--- src/rtl/pipe_ctrl_if.sv ---
//------------------------------------------------------------------------------
// pipe_ctrl_if : hazard/event inputs and control outputs of the pipeline
//                control unit, grouped for connection to pipe_ctrl.
// Rev 1.0
//------------------------------------------------------------------------------
`default_nettype none

interface pipe_ctrl_if;
  logic        id_loadstall_i;
  logic        id_inst_invalid_i;
  logic        id_pc_invalid_i;
  logic        id_wfi_i;
  logic [31:0] id_pc_i;
  logic        ex_branch_i;
  logic [31:0] ex_target_i;
  logic        mem_busy_i;
  logic        irq_i;
  logic [5:0]  stall_o;
  logic        flush_o;
  logic        redirect_o;
  logic [31:0] redirect_pc_o;
  logic [31:0] epc_o;
  logic [1:0]  cause_o;
  logic        sleep_o;

  modport master (
    output id_loadstall_i, id_inst_invalid_i, id_pc_invalid_i, id_wfi_i, id_pc_i,
    output ex_branch_i, ex_target_i, mem_busy_i, irq_i,
    input  stall_o, flush_o, redirect_o, redirect_pc_o, epc_o, cause_o, sleep_o
  );

  modport slave (
    input  id_loadstall_i, id_inst_invalid_i, id_pc_invalid_i, id_wfi_i, id_pc_i,
    input  ex_branch_i, ex_target_i, mem_busy_i, irq_i,
    output stall_o, flush_o, redirect_o, redirect_pc_o, epc_o, cause_o, sleep_o
  );
endinterface

`default_nettype wire

--- src/rtl/pipe_ctrl.sv ---
//------------------------------------------------------------------------------
// pipe_ctrl : stall/flush/redirect generation, trap bookkeeping and WFI sleep
//             sequencing for the 5-stage RV32 pipeline.
// Rev 1.0
//------------------------------------------------------------------------------
`default_nettype none

module pipe_ctrl #(
  parameter logic [31:0] RESET_PC  = 32'h0000_0000,
  parameter logic [31:0] TRAP_VEC  = 32'h0000_0100,
  parameter int          DRAIN_CYC = 3
) (
  input  wire         clk,
  input  wire         rst_n,
  pipe_ctrl_if.slave  bus
);

  localparam int CNT_W = (DRAIN_CYC > 1) ? $clog2(DRAIN_CYC) : 1;
  localparam logic [CNT_W-1:0] CNT_LAST = CNT_W'(DRAIN_CYC - 1);

  typedef enum logic [1:0] {RUN, TRAP, DRAIN, SLEEP} state_t;

  state_t      state, state_nxt;
  logic [CNT_W-1:0] cnt, cnt_nxt;
  logic [31:0] epc, epc_nxt;
  logic [1:0]  cause, cause_nxt;
  logic        sleep;
  logic [5:0]  stall;
  logic        flush;
  logic        redirect;
  logic [31:0] redirect_pc;

  always_ff @(posedge clk) begin
    if (!rst_n) begin
      state <= RUN;
      cnt   <= '0;
      epc   <= '0;
      cause <= 2'b00;
      sleep <= 1'b0;
    end else begin
      state <= state_nxt;
      cnt   <= cnt_nxt;
      epc   <= epc_nxt;
      cause <= cause_nxt;
      sleep <= (state_nxt == SLEEP);
    end
  end

  always_comb begin
    state_nxt   = state;
    cnt_nxt     = cnt;
    epc_nxt     = epc;
    cause_nxt   = cause;
    stall       = 6'b000000;
    flush       = 1'b0;
    redirect    = 1'b0;
    redirect_pc = RESET_PC;
    if (rst_n) begin
      case (state)
        RUN: begin
          if (bus.mem_busy_i) begin
            stall = 6'b111111;
          end else if (bus.ex_branch_i) begin
            // ID holds a wrong-path instruction; its events are dropped
            flush       = 1'b1;
            redirect    = 1'b1;
            redirect_pc = bus.ex_target_i;
          end else if (bus.id_pc_invalid_i || bus.id_inst_invalid_i) begin
            flush     = 1'b1;
            stall[0]  = 1'b1;
            epc_nxt   = bus.id_pc_i;
            cause_nxt = bus.id_pc_invalid_i ? 2'b10 : 2'b01;
            state_nxt = TRAP;
          end else if (bus.id_wfi_i) begin
            flush     = 1'b1;
            stall     = 6'b000011;
            epc_nxt   = bus.id_pc_i + 32'd4;
            cnt_nxt   = '0;
            state_nxt = DRAIN;
          end else if (bus.id_loadstall_i) begin
            stall = 6'b000111;
          end
        end
        TRAP: begin
          flush       = 1'b1;
          redirect    = 1'b1;
          redirect_pc = TRAP_VEC;
          state_nxt   = RUN;
        end
        DRAIN: begin
          flush = 1'b1;
          if (bus.mem_busy_i) begin
            stall = 6'b111111;
          end else begin
            stall   = 6'b000011;
            cnt_nxt = cnt + CNT_W'(1);
            if (cnt == CNT_LAST) state_nxt = SLEEP;
          end
        end
        SLEEP: begin
          stall = 6'b111111;
          if (bus.irq_i) begin
            cause_nxt = 2'b11;
            state_nxt = TRAP;
          end
        end
        default: state_nxt = RUN;
      endcase
    end
  end

  assign bus.stall_o       = stall;
  assign bus.flush_o       = flush;
  assign bus.redirect_o    = redirect;
  assign bus.redirect_pc_o = redirect_pc;
  assign bus.epc_o         = epc;
  assign bus.cause_o       = cause;
  assign bus.sleep_o       = sleep;

endmodule

`default_nettype wire

--- src/flat_wrapper.sv ---
// flat-port wrapper written by rule: the top's interface ports become plain ports
module pipe_ctrl_flat 
#(
  parameter logic [31:0] RESET_PC  = 32'h0000_0000,
  parameter logic [31:0] TRAP_VEC  = 32'h0000_0100,
  parameter int          DRAIN_CYC = 3
)
  (clk, rst_n, bus_id_loadstall_i, bus_id_inst_invalid_i, bus_id_pc_invalid_i, bus_id_wfi_i, bus_id_pc_i, bus_ex_branch_i, bus_ex_target_i, bus_mem_busy_i, bus_irq_i, bus_stall_o, bus_flush_o, bus_redirect_o, bus_redirect_pc_o, bus_epc_o, bus_cause_o, bus_sleep_o);
  pipe_ctrl_if bus_i ();
  input  wire clk;
  input  wire rst_n;
  input wire logic [$bits(bus_i.id_loadstall_i)-1:0] bus_id_loadstall_i;
  input wire logic [$bits(bus_i.id_inst_invalid_i)-1:0] bus_id_inst_invalid_i;
  input wire logic [$bits(bus_i.id_pc_invalid_i)-1:0] bus_id_pc_invalid_i;
  input wire logic [$bits(bus_i.id_wfi_i)-1:0] bus_id_wfi_i;
  input wire logic [$bits(bus_i.id_pc_i)-1:0] bus_id_pc_i;
  input wire logic [$bits(bus_i.ex_branch_i)-1:0] bus_ex_branch_i;
  input wire logic [$bits(bus_i.ex_target_i)-1:0] bus_ex_target_i;
  input wire logic [$bits(bus_i.mem_busy_i)-1:0] bus_mem_busy_i;
  input wire logic [$bits(bus_i.irq_i)-1:0] bus_irq_i;
  output wire logic [$bits(bus_i.stall_o)-1:0] bus_stall_o;
  output wire logic [$bits(bus_i.flush_o)-1:0] bus_flush_o;
  output wire logic [$bits(bus_i.redirect_o)-1:0] bus_redirect_o;
  output wire logic [$bits(bus_i.redirect_pc_o)-1:0] bus_redirect_pc_o;
  output wire logic [$bits(bus_i.epc_o)-1:0] bus_epc_o;
  output wire logic [$bits(bus_i.cause_o)-1:0] bus_cause_o;
  output wire logic [$bits(bus_i.sleep_o)-1:0] bus_sleep_o;
  assign bus_i.id_loadstall_i = bus_id_loadstall_i;
  assign bus_i.id_inst_invalid_i = bus_id_inst_invalid_i;
  assign bus_i.id_pc_invalid_i = bus_id_pc_invalid_i;
  assign bus_i.id_wfi_i = bus_id_wfi_i;
  assign bus_i.id_pc_i = bus_id_pc_i;
  assign bus_i.ex_branch_i = bus_ex_branch_i;
  assign bus_i.ex_target_i = bus_ex_target_i;
  assign bus_i.mem_busy_i = bus_mem_busy_i;
  assign bus_i.irq_i = bus_irq_i;
  assign bus_stall_o = bus_i.stall_o;
  assign bus_flush_o = bus_i.flush_o;
  assign bus_redirect_o = bus_i.redirect_o;
  assign bus_redirect_pc_o = bus_i.redirect_pc_o;
  assign bus_epc_o = bus_i.epc_o;
  assign bus_cause_o = bus_i.cause_o;
  assign bus_sleep_o = bus_i.sleep_o;
  pipe_ctrl #(.RESET_PC(RESET_PC), .TRAP_VEC(TRAP_VEC), .DRAIN_CYC(DRAIN_CYC)) u_core (.clk(clk), .rst_n(rst_n), .bus(bus_i));
endmodule
--- config.mk ---
export PLATFORM = sky130hd
export DESIGN_NAME = pipe_ctrl_flat
export DESIGN_NICKNAME = d
export VERILOG_FILES = /design/src/rtl/pipe_ctrl_if.sv /design/src/rtl/pipe_ctrl.sv /design/src/flat_wrapper.sv
export SDC_FILE = /design/constraint.sdc
export NUM_CORES = 1
export LEC_CHECK = 0
export ABC_CLOCK_PERIOD_IN_PS = 2900
export CORE_ASPECT_RATIO = 1.2
export CORE_MARGIN = 3
export CORE_UTILIZATION = 39
export DETAILED_ROUTE_END_ITERATION = 6
export PLACE_DENSITY = 0.82
export SYNTH_ARGS = -nofsm -noshare
export SYNTH_HDL_FRONTEND = slang
export SYNTH_SLANG_ARGS = --single-unit
--- constraint.sdc ---
create_clock -name clk -period 2.9 [get_ports clk]
set_input_delay 0.87 -clock clk [delete_from_list [all_inputs] [get_ports clk]]
set_output_delay 0.87 -clock clk [all_outputs]
set_load 0.01 [all_outputs]
# == Word-level counts from Yosys, hierarchy flattened ==
# Index checks and enable logic that the tools add are counted.
# word_totals
reg_bits,39
latchBits,0
mem_bits_rw,0
rom_bits,0
output_inout_bits,75
word_cells,76
memories,0
# op_classes
addsub,2
mul,0
div,0
n_lt_le_gt_ge,0
n_eq_ne,12
shifts,0
n_mux,46
bitwise_logic,2
n_reduce_logical,9
# ops
cell,n
2-to-1 mux 32 bit,5
case mux 32 bit (2 select lines),1
2-to-1 mux 2 bit,19
adder 32 x 3 -> 32 bit (second input constant),1
2-to-1 mux 6 bit,4
case mux 6 bit (3 select lines),1
inequality test 2 bit (second input constant),6
2-to-1 mux 1 bit,9
== test 2 bit (second input constant),4
case mux 2 bit (2 select lines),2
case mux 2 bit (4 select lines),1
2-to-1 mux 3 bit,2
AND reduction 6 bit,1
nonzero test 2 bit,3
AND reduction 5 bit,1
case mux 1 bit (2 select lines),2
AND reduction 4 bit,1
adder 2 x 1 -> 2 bit (second input constant),1
== test 2 x 1 -> 1 bit (second input constant),1
zero test 2 bit,1
inequality test 2 x 1 -> 1 bit (second input constant),1
NOT 1 bit,2
OR reduction 2 bit,1
logical OR 1 bit,1

# == Logic depth before layout (Yosys ltp) ==
# depth
ltp_word,7
depth_mapped,8
ltp_nobuf,6

# == Worst setup path before layout ==
# Ideal clock, no wire load.
# synth_path
path_type,input -> output
from,input bus_id_pc_invalid_i
to,output bus_stall_o[2]
arrival_time_ns,1.921
required_time_ns,2.030
setup_slack_ns,0.109
cell_stages,6
path_cell_list,buf_6 or3_1 clkbuf_1 nor3b_1 o21ai_0 a21oi_1
# synth_via
elab_chain_cells,6
# synth_rtl
item,line,rtl
"start, declared",flat_wrapper.sv:14,input wire logic [$bits(bus_i.id_pc_invalid_i)-1:0] bus_id_pc_invalid_i;
logical OR 1 bit,pipe_ctrl.sv:68,end else if (bus.id_pc_invalid_i || bus.id_inst_invalid_i) begin
2-to-1 mux 2 bit,pipe_ctrl.sv:68,
2-to-1 mux 6 bit,pipe_ctrl.sv:63,end else if (bus.ex_branch_i) begin
2-to-1 mux 6 bit,pipe_ctrl.sv:61,if (bus.mem_busy_i) begin
case mux 6 bit (3 select lines),pipe_ctrl.sv:59,case (state)
2-to-1 mux 6 bit,pipe_ctrl.sv:58,if (rst_n) begin
"end, declared",flat_wrapper.sv:21,output wire logic [$bits(bus_i.stall_o)-1:0] bus_stall_o;
# No other way between the ends.

# == Worst setup path in the final report ==
# layout_path
from,input bus_mem_busy_i
to,output bus_redirect_pc_o[28]
# layout_via
elab_chain_cells,3
# layout_rtl
item,line,rtl
"start, declared",flat_wrapper.sv:19,input wire logic [$bits(bus_i.mem_busy_i)-1:0] bus_mem_busy_i;
2-to-1 mux 32 bit,pipe_ctrl.sv:61,
case mux 32 bit (2 select lines),pipe_ctrl.sv:59,
2-to-1 mux 32 bit,pipe_ctrl.sv:58,
"end, declared",flat_wrapper.sv:24,output wire logic [$bits(bus_i.redirect_pc_o)-1:0] bus_redirect_pc_o;
# No other way between the ends.

==> run_results.csv <==
group,metric,value,unit
final_layout,diodes,0,
critical_path,end_kind,"primary output",
cts,numCtsBuffers,5,
global_route,grt_pass1_vias,3044,
placement,dpl.hpwl,7450,um
synthesis,synth_flop_cell,"dfxtp_1",
final_layout,drive_gt1_share,21.6,%
routing,drt_iter0_drc,225,
synthesis,yosysTopAreaCellShare,30.5,%
routing,vias_per_cell,5.56,
final_layout,nets,583,
die,fp.dieW,79.9,um
critical_path,worst_ep_arrival_time,2020,ps
global_route,grt_antenna_before_repair,0,
synthesis,syn_inst,330,
timing,worst_slew_pin_slew,439,ps
synthesis,netlist_area,2560,um^2
power_and_ir_drop,p_leak,0.00176,uW
die,die_height,94.7,um
power_and_ir_drop,p_total,2280,uW
timing,clock.fmax,0.346,GHz
critical_path,reg2reg_from,"u_core.state[0]",
cts,worstSkewPairLatency,290,ps
synthesis,ys_ff_latch,39,
hold_path,hold_path.class,"reg2reg",
final_layout,postLayoutCoreUtil,70.6,%
final_layout,syn_to_final_growth,71.2,%
die,pin_count,148,
cts,cts.clk_slew.worst_paths,90,ps
die,dieArea,7570,um^2
synthesis,async_reset_ff_share,0,%
job,drv_cap,0,
die,rows,31,
global_route,grt_pass1_wl,14500,um
hold_path,min-delay-start,"u_core.bus.epc_o[1]",
cts,cts_hold_buf,0,
critical_path,worstSetupStartpoint,"bus_mem_busy_i",
critical_path,worstSetupPathType,"in2out",
critical_path,cp.required,2030,ps
timing,rsz0062_at_grt,"yes",
routing,post-route-drc-count,0,
timing,hold_violations,0,
power_and_ir_drop,irDropWorstVdd,335,uV
routing,num_vias,3256,
placement,io_buffers,147,
critical_path,cp_max_fo,15,
timing,drv_slew,0,
timing,max-slew-margin-rel,70.5,%
cts,htree_levels,2,
cts,max-clock-path-buffers,2,
timing,setup_viol,0,
synthesis,synth_largest_area_cell,"dfxtp_1",
global_route,grt.total_usage,24.0,%
synthesis,ys_seq_area_share,30.5,%
synthesis,ys_types,47,
placement,gp_congestion,0.892,
routing,first_pass_iters,4,
timing,min_period_over_period,99.7,%
critical_path,worstSetupStartpointType,"primary input",
global_route,grt_max_degree,59,
synthesis,synth.area.top_cells,"dfxtp_1 (31%), and2_1 (8.3%), o21ai_0 (4.9%)",
routing,ant_nets,0,
cts,cts-root-buf,"clkbuf_8",
synthesis,synthesis.nets,410,
synthesis,synth_warnings,0,
power_and_ir_drop,powerDensity,522,nW/um^2
synthesis,postSynthAreaPerCell,7.75,um^2
cts,clock_sink_count,39,
timing,hold_ws,472,ps
die,coreArea,6210,um^2
timing,finalClockSkew,7.73,ps
synthesis,synth-edff-count,0,
die,start_util,41.2,%
cts,cts_tree,"built",
routing,wl_per_cell,16.7,um
routing,wirelength,9790,um
global_route,grt-ovfl-total,0,
outcome,status,"completed",
timing,min_period,2890,ps
-- power breakdown --
| part | leakage (uW) | internal (uW) | total [uW] | switching, uW |
|---|---|---|---|---|
| clock network | 0.0000581 | 256 | 458 | 202 |
| registers | 0.000320 | 644 | 703 | 59.0 |
| logic | 0.00138 | 571 | 1120 | 551 |
| total | 0.00176 | 1470 | 2280 | 812 |
-- registers in the layout (all words and copies together), names as in the netlist --
| register | count |
|---|---|
| u_core.cnt | 2 |
| u_core.bus.epc_o | 32 |
| u_core.state | 2 |
| u_core.bus.cause_o | 2 |
| u_core.bus.sleep_o | 1 |
-- per-layer routing --
metal / up-vias / track usage, % / wire length [um]
met4: 0 / 5.21 / 127
met1: 1516 / 26.2 / 3720
met2: 142 / 45.5 / 5110
li1: 1584 / - / -
met3: 14 / 6.58 / 837
met5: - / 0 / 0
-- layout make-up --
class                      count  area [um^2]
multi-input combinational    255         1680
tap                           82          103
fill                         535         1830
timing repair buffer         191         1660
clock inverter                 3         43.8
clock buffer                   5         68.8
sequential                    39          781
inverter                      11         42.5
-- synth_stat cells, drive strengths merged (2+ instances only) --
master  count
a211oi      7
a21oi      17
a311o       2
a311oi      2
a31oi      19
and2       34
and3        2
and4        6
buf         5
clkbuf     21
dfxtp      39
ha          7
inv        10
nand2      18
nand3       7
nand4      11
nor2       13
nor2b       4
nor3        4
nor3b       3
nor4        3
o211a       2
o21ai      35
o31ai      13
or3         6
or4        14
or4b        3
xnor2       3
xor2        6
-- worst max-delay path, stage by stage --
cell and delay [ps]:
dlygate4sd2_1 270, nor2b_2 180, and3_4 260, clkbuf_16 170
and2_1 140, buf_2 130
-- cell families after synthesis --
kind of cell / count (synthesis) / share of synthesized area, %
fa+ha+maj: 7 / 3.42
flops: 39 / 30.5
compound gates: 104 / 25.2
simple gates: 133 / 31.3
buf+inv: 37 / 6.07
xor+xnor: 9 / 3.08
mux: 1 / 0.391
-- layout by cell type (no fill, tap or decap), types with 3 or more instances in the layout --
cell             count
nand2_1             18
dlymetal6s2s_1       3
dlygate4sd2_1        6
o21ai_1             12
or3_1                5
buf_2               22
inv_1               10
xor2_1               6
o21ai_0             22
nand3_1              7
nor2b_1              3
ha_1                 6
dfxtp_1             39
clkdlybuf4s50_1     98
and2_1              31
or4_1               14
clkbuf_2            17
o31ai_1             13
nor3_1               3
and4_1               6
nor2_1              12
a21oi_1             17
clkbuf_8             5
a211oi_1             7
nand4_1             11
buf_4               39
a31oi_1             19
xnor2_1              3
-- worst paths after layout --
kind	cells past startpoint	slack, ps	end
worst max-delay path	6	9	bus_redirect_pc_o[28]
worst min-delay path	2	470	u_core.bus.epc_o[1]
worst max register to register	7	810	u_core.bus.epc_o[12]
worst min register to register	2	470	u_core.bus.epc_o[1]
-- through the flow --
stage          TNS (ps)  cell area (um^2)  std cells  setup slack [ps]
6_report              0              4380        586              8.63
5_1_grt          -0.780              4380        586            -0.780
4_1_cts           -8.76              4500        583             -8.76
3_5_place_dp     -23850              4360        575              -612
3_3_place_gp     -22450              4360        575              -597
2_1_floorplan         0              2560        330               109
-- what timing repair did --
action                                  in CTS  in global routing
endpoints found under the setup margin      42                 38
pin swaps                                    4                  6
gates resized for setup                    126                 44
gates cloned                                 0                  2
buffers inserted                             0                  2
Power figures use the tool's default switching activity.
